`src/rtl/iob_ram_2p_fifo_ctrl.sv`:
```
`default_nettype none
// +----------------------------------------------------------------------------+
// | iob_ram_2p_fifo_ctrl : FWFT FIFO controller driving an external two-port   |
// |                        RAM with a registered, data-holding read port.      |
// | Revision             : 1.0                                                 |
// +----------------------------------------------------------------------------+
module iob_ram_2p_fifo_ctrl #(
   parameter int DATA_W = 8,
   parameter int ADDR_W = 4
) (
   input  logic              clk_i,
   input  logic              arst_n_i,
   input  logic              w_valid_i,
   input  logic [DATA_W-1:0] w_data_i,
   output logic              w_ready_o,
   output logic              r_valid_o,
   output logic [DATA_W-1:0] r_data_o,
   input  logic              r_ready_i,
   output logic [ADDR_W:0]   level_o,
   output logic              ext_mem_w_en_o,
   output logic [ADDR_W-1:0] ext_mem_w_addr_o,
   output logic [DATA_W-1:0] ext_mem_w_data_o,
   output logic              ext_mem_r_en_o,
   output logic [ADDR_W-1:0] ext_mem_r_addr_o,
   input  logic [DATA_W-1:0] ext_mem_r_data_i
);

   localparam int              DEPTH      = 2**ADDR_W;
   localparam logic [ADDR_W:0] FULL_LEVEL = (ADDR_W+1)'(DEPTH);
   localparam logic [ADDR_W:0] ONE        = (ADDR_W+1)'(1);

   logic [ADDR_W:0] r_w_ptr;
   logic [ADDR_W:0] r_r_ptr;
   logic [ADDR_W:0] r_level;
   logic            r_out_valid;

   logic [ADDR_W:0] w_ram_count;
   logic            w_accept;
   logic            w_pop;
   logic            w_rd_issue;

   // Ready is gated by reset so the producer sees no acceptance while held in reset.
   assign w_ready_o   = arst_n_i & (r_level < FULL_LEVEL);
   assign w_accept    = w_valid_i & w_ready_o;
   assign w_pop       = r_out_valid & r_ready_i;

   // Registered pointers only: a read never targets the slot written this cycle.
   assign w_ram_count = r_w_ptr - r_r_ptr;
   assign w_rd_issue  = (w_ram_count != '0) & (~r_out_valid | r_ready_i);

   assign ext_mem_w_en_o   = w_accept;
   assign ext_mem_w_addr_o = r_w_ptr[ADDR_W-1:0];
   assign ext_mem_w_data_o = w_data_i;
   assign ext_mem_r_en_o   = w_rd_issue;
   assign ext_mem_r_addr_o = r_r_ptr[ADDR_W-1:0];

   assign r_valid_o = r_out_valid;
   assign r_data_o  = ext_mem_r_data_i;
   assign level_o   = r_level;

   always_ff @(posedge clk_i or negedge arst_n_i) begin
      if (!arst_n_i) begin
         r_w_ptr     <= '0;
         r_r_ptr     <= '0;
         r_level     <= '0;
         r_out_valid <= 1'b0;
      end else begin
         if (w_accept)   r_w_ptr <= r_w_ptr + ONE;
         if (w_rd_issue) r_r_ptr <= r_r_ptr + ONE;

         if (w_rd_issue)     r_out_valid <= 1'b1;
         else if (r_ready_i) r_out_valid <= 1'b0;

         case ({w_accept, w_pop})
            2'b10:   r_level <= r_level + ONE;
            2'b01:   r_level <= r_level - ONE;
            default: r_level <= r_level;
         endcase
      end
   end

endmodule
`default_nettype wire

```
`config.mk`:
```
export PLATFORM = sky130hd
export DESIGN_NAME = iob_ram_2p_fifo_ctrl
export DESIGN_NICKNAME = d
export VERILOG_FILES = /design/src/rtl/iob_ram_2p_fifo_ctrl.sv
export SDC_FILE = /design/constraint.sdc
export NUM_CORES = 1
export LEC_CHECK = 0
export BUFFER_PORTS_ARGS = -buffer_cell sky130_fd_sc_hd__buf_2
export CAP_MARGIN = 20
export CORE_UTILIZATION = 40
export CTS_BUF_LIST = sky130_fd_sc_hd__clkbuf_8
export DETAILED_ROUTE_END_ITERATION = 12
export PLACE_DENSITY = 0.8
export REMOVE_ABC_BUFFERS = 1
export SETUP_SLACK_MARGIN = 0.15
export SLEW_MARGIN = 20
export SYNTH_ARGS = -nofsm -noshare
export SYNTH_HDL_FRONTEND = slang
export SYNTH_SLANG_ARGS = --single-unit
export TNS_END_PERCENT = 50
```
`constraint.sdc`:
```
create_clock -name clk_i -period 2.5 [get_ports clk_i]
set_input_delay 0.125 -clock clk_i [delete_from_list [all_inputs] [get_ports clk_i]]
set_output_delay 0.125 -clock clk_i [all_outputs]
set_load 0.05 [all_outputs]
```
==> results.md <==
Status:
- The run finished with clean final reports.

Floorplan:
- The die area is 3130 sq um.
- The floorplan die width is 55.9 um.
- 53 I/O pins were placed.
- The floorplan has 19 rows.
- The initial utilization of the core area, before any placement, comes to a little over two fifths.
- From bottom edge to top edge, the die measures 55.9 um.
- The core region is around 2800 sq um.

Placed design:
- Routability-driven placement finished with a final weighted congestion of 0.779.
- The total half-perimeter wirelength after legalization and detailed placement is 1.78 mm.
- The number of placed cells counting well taps is 141.
- The port buffer count is 20.
- Prior to clock tree synthesis, the placed netlist has a worst setup slack of about 0.34 ns.

Route:
- The residual DRC count is 0.
- The first-pass detailed-route iteration total is 4.
- The detailed-route via count is 776.
- Dividing the detail-routed wire length by the instance count gives 15.4 um.
- Using the TritonRoute via totals, the vias-per-cell ratio works out to 5.35.
- The routed design has 2.24 mm of wire.
- Once detail routing completed, the nets flagged for antenna violations numbered 0.
- In this run, the number of DRC markers left after iteration 0 of detailed routing was 4.

Timing:
- The setup violation total in the final timing report is 0.
- The maximum clock rate is around 430 MHz.
- Of the available clock period, the critical path in the final layout requires 92.1%.
- The number of endpoints with negative hold slack in the final report is 0.
- The remaining max-slew budget at the tightest pin is between 70 and 80%.
- The shortest period the worst path allows is about 2.3 ns.
- The slew at the pin closest to its max-slew limit is 0.339 ns.
- The minimum setup slack in the final design is 0.197 ns.
- The number of pins with negative max-slew slack in the final report came to 0.
- The tightest hold path in the finished design has a slack of 0.181 ns.
- Setup repair after global routing could not meet its margin everywhere.
- The worst setup skew after layout is a little under 0.0006 ns.

Final layout:
- Counting the fill cells in the layout gives 271.
- The final cell count without fillers is 145.
- In the final layout, the share of cells above drive strength 1 is about 30%.
- The core occupancy in the finished layout is between 40% and 50%.
- After the last flow step, the layout net total stands at 147.
- Leaving out fill and tap cells, the most frequent cells in the layout are 19 x sky130_fd_sc_hd__buf_2, 16 x sky130_fd_sc_hd__dfrtp_1, 10 x sky130_fd_sc_hd__inv_1, 10 x sky130_fd_sc_hd__ha_1, 9 x sky130_fd_sc_hd__xnor2_1.
- The area growth from synthesis to layout is 1.83%.
- The number of antenna diodes in the final layout is 0.
- The leading cell type in the layout, fill and taps excluded is sky130_fd_sc_hd__buf_2.

Synthesis:
- The count of state elements after synthesis is 16.
- After synthesis, flip-flops and latches occupy approximately 34% of the total area.
- After synthesis, the largest family of logic cells by area is buffers and inverters.
- The share of synthesized cell area in and, or, nand and nor gates is 13.3%.
- Summing every instance area after synthesis gives 1160 sq um.
- The synthesized-area fraction occupied by xor and xnor cells is 10.5%.
- The gate count after technology mapping is 114.
- Of the total synthesized cell area, the portion taken by full adders, half adders and majority gates is ~12%.
- The synthesized netlist devotes under 10% of its cell area to compound gates.
- The unique cell type count in the Yosys netlist is 29.
- The post-synthesis area per instance is 10.2 sq um.
- During synthesis, Yosys emitted a total of 0 warnings.
- Measured against the total synthesized area, the mux share comes to 1.29%.

Power and ir drop:
- IR analysis of the VDD net gives a maximum drop of 797 uV.
- In this run the power density over the cells is 1720 nW/um^2.
- Summing internal, switching and leakage power gives between 2000 and 2500 uW.
- The analysis attributes to cell leakage a power of 0.000582 uW.

Clocking:
- The number of clock buffers added by TritonCTS is 3.
- TritonCTS built the clock tree.
- The sink count of the clock tree is 16.
- The number of levels the H-tree was split into is 1.
- The worst-skew pair later-pin latency is 0.24 ns.
- After clock tree synthesis, the clock-pin slew on the worst setup and hold paths is roughly 0.060 ns.
- Counting along the longest clock path gives a buffer depth of 2.
- The cell at the root of the clock tree is sky130_fd_sc_hd__clkbuf_8.

Global routing:
- The via count of the first global-routing pass is 829.
- The maximum number of pins on one net before global-route repair is 17.
- The total global routing track utilization is between 10 and 15%.
- The global-route congestion overflow total is 0.
- The number of antenna violations at the first check in global routing is 0.
- The first global-routing pass estimated between 3 and 4 mm of wire.

Hold path:
- The min-delay analysis places its worst path in the category input pin to register.

Worst setup path:
- Along the worst path, the maximum fanout reaches 5.
- The data required time at the worst endpoint is 2.38 ns.
- Data on the critical path arrives at its endpoint at ~2.2 ns.
- The critical path is of the register to primary output type.
- STA classifies the critical path startpoint as a register.
- STA classifies the critical path endpoint as a primary output.

Flow run:
- Max-cap violations in this run came to 0.
## critical path, cell delays in order (launching register included)
cell	delay (ns)
sky130_fd_sc_hd__dfrtp_1	0.42
sky130_fd_sc_hd__inv_1	0.06
sky130_fd_sc_hd__ha_1	0.20
sky130_fd_sc_hd__or3b_4	0.42
sky130_fd_sc_hd__a311o_4	0.43
sky130_fd_sc_hd__a21oi_4	0.18
sky130_fd_sc_hd__buf_4	0.22
## path summary, 6_finish.rpt
kind	start	to	slack [ns]	depth (start not counted)
min	w_valid_i	r_w_ptr[1]$_DFFE_PN0P_	0.18	4
max	r_r_ptr[1]$_DFFE_PN0P_	ext_mem_r_en_o	0.20	6
max in group asynchronous	arst_n_i	r_r_ptr[4]$_DFFE_PN0P_	1.94	3
min reg2reg	r_r_ptr[4]$_DFFE_PN0P_	r_r_ptr[4]$_DFFE_PN0P_	0.49	1
max reg2reg	level_o[4]$_DFFE_PN0P_	level_o[4]$_DFFE_PN0P_	0.36	10
min in group asynchronous	arst_n_i	level_o[2]$_DFFE_PN0P_	0.38	3
## synthesized netlist by cell type
| library cell | n | area (sq um) |
|---|---|---|
| sky130_fd_sc_hd__a211oi_2 | 2 | 25.0 |
| sky130_fd_sc_hd__ha_1 | 10 | 125 |
| sky130_fd_sc_hd__buf_4 | 24 | 180 |
| sky130_fd_sc_hd__inv_1 | 10 | 37.5 |
| sky130_fd_sc_hd__clkbuf_1 | 1 | 3.75 |
| sky130_fd_sc_hd__xnor2_1 | 9 | 78.8 |
| sky130_fd_sc_hd__nor3_1 | 1 | 5.00 |
| sky130_fd_sc_hd__fa_1 | 1 | 20.0 |
| sky130_fd_sc_hd__or2b_2 | 1 | 8.76 |
| sky130_fd_sc_hd__mux2_4 | 1 | 15.0 |
| sky130_fd_sc_hd__nor4_2 | 1 | 12.5 |
| sky130_fd_sc_hd__and3_1 | 1 | 6.26 |
| sky130_fd_sc_hd__nand2_1 | 8 | 30.0 |
| sky130_fd_sc_hd__and4bb_1 | 1 | 12.5 |
| sky130_fd_sc_hd__a21oi_1 | 3 | 15.0 |
| sky130_fd_sc_hd__and2_1 | 1 | 6.26 |
| sky130_fd_sc_hd__nor2b_1 | 2 | 12.5 |
| sky130_fd_sc_hd__nand2b_1 | 1 | 6.26 |
| sky130_fd_sc_hd__nand3_1 | 2 | 10.0 |
| sky130_fd_sc_hd__and3_2 | 1 | 7.51 |
| sky130_fd_sc_hd__dfrtp_1 | 16 | 400 |
| sky130_fd_sc_hd__a21oi_4 | 1 | 16.3 |
| sky130_fd_sc_hd__xor2_1 | 5 | 43.8 |
| sky130_fd_sc_hd__a311o_4 | 1 | 20.0 |
| sky130_fd_sc_hd__and2b_1 | 1 | 7.51 |
| sky130_fd_sc_hd__a21o_1 | 1 | 7.51 |
| sky130_fd_sc_hd__o21ai_0 | 4 | 20.0 |
| sky130_fd_sc_hd__or3b_4 | 1 | 11.3 |
| sky130_fd_sc_hd__nand4_1 | 3 | 18.8 |
## timing repair
action                     4_1_cts  5_1_grt
gates cloned                     0        0
gates resized for setup          1        2
hold endpoints to repair        16        0
buffers inserted                 0        0
setup endpoints to repair        1        2
hold buffers                     1        0
## power breakdown
group | leakage [uW] | switching (uW) | total [uW] | internal (uW)
clock | 0.0000216 | 84.1 | 191 | 107
sequential | 0.000191 | 137 | 526 | 389
combinational | 0.000369 | 869 | 1320 | 455
total | 0.000582 | 1090 | 2040 | 950
## logic make-up after synthesis
logic type	Yosys count
muxes	1
xor gates and xnor gates	14
adders and majority gates	11
and+or+nand+nor	25
DFF	16
AOI/OAI and AO/OA	12
buffers and inverters	35
## through the flow
step | TNS [ns] | instance area (sq um)
after global routing | 0 | 1180
after floorplan | -0.970 | 980
after CTS | 0 | 1180
final | 0 | 1180
after global placement | 0 | 1130
after detailed placement | 0 | 1130
## registers in the layout (all words and copies together) (netlist names)
name and cells:
r_r_ptr 5, r_valid_o 1, r_w_ptr 5, level_o 5
## final cells by class
class / instances / area, sq um / area share, %
tap: 31 / 38.8 / 3.27
multi-input combinational: 63 / 547 / 46.1
clock buffer: 3 / 41.3 / 3.48
sequential: 16 / 400 / 33.8
inverter: 10 / 37.5 / 3.17
timing repair buffer: 22 / 120 / 10.1
## routing by layer
layer	part of all wire, %	GRT usage, %	routed length [um]
met5	0	5.36	0
met4	1.4	5.57	31
met3	11	7.67	236
met2	49	25.8	1090
met1	39	14.7	882
No activity file was read; power rests on OpenSTA's default activity.
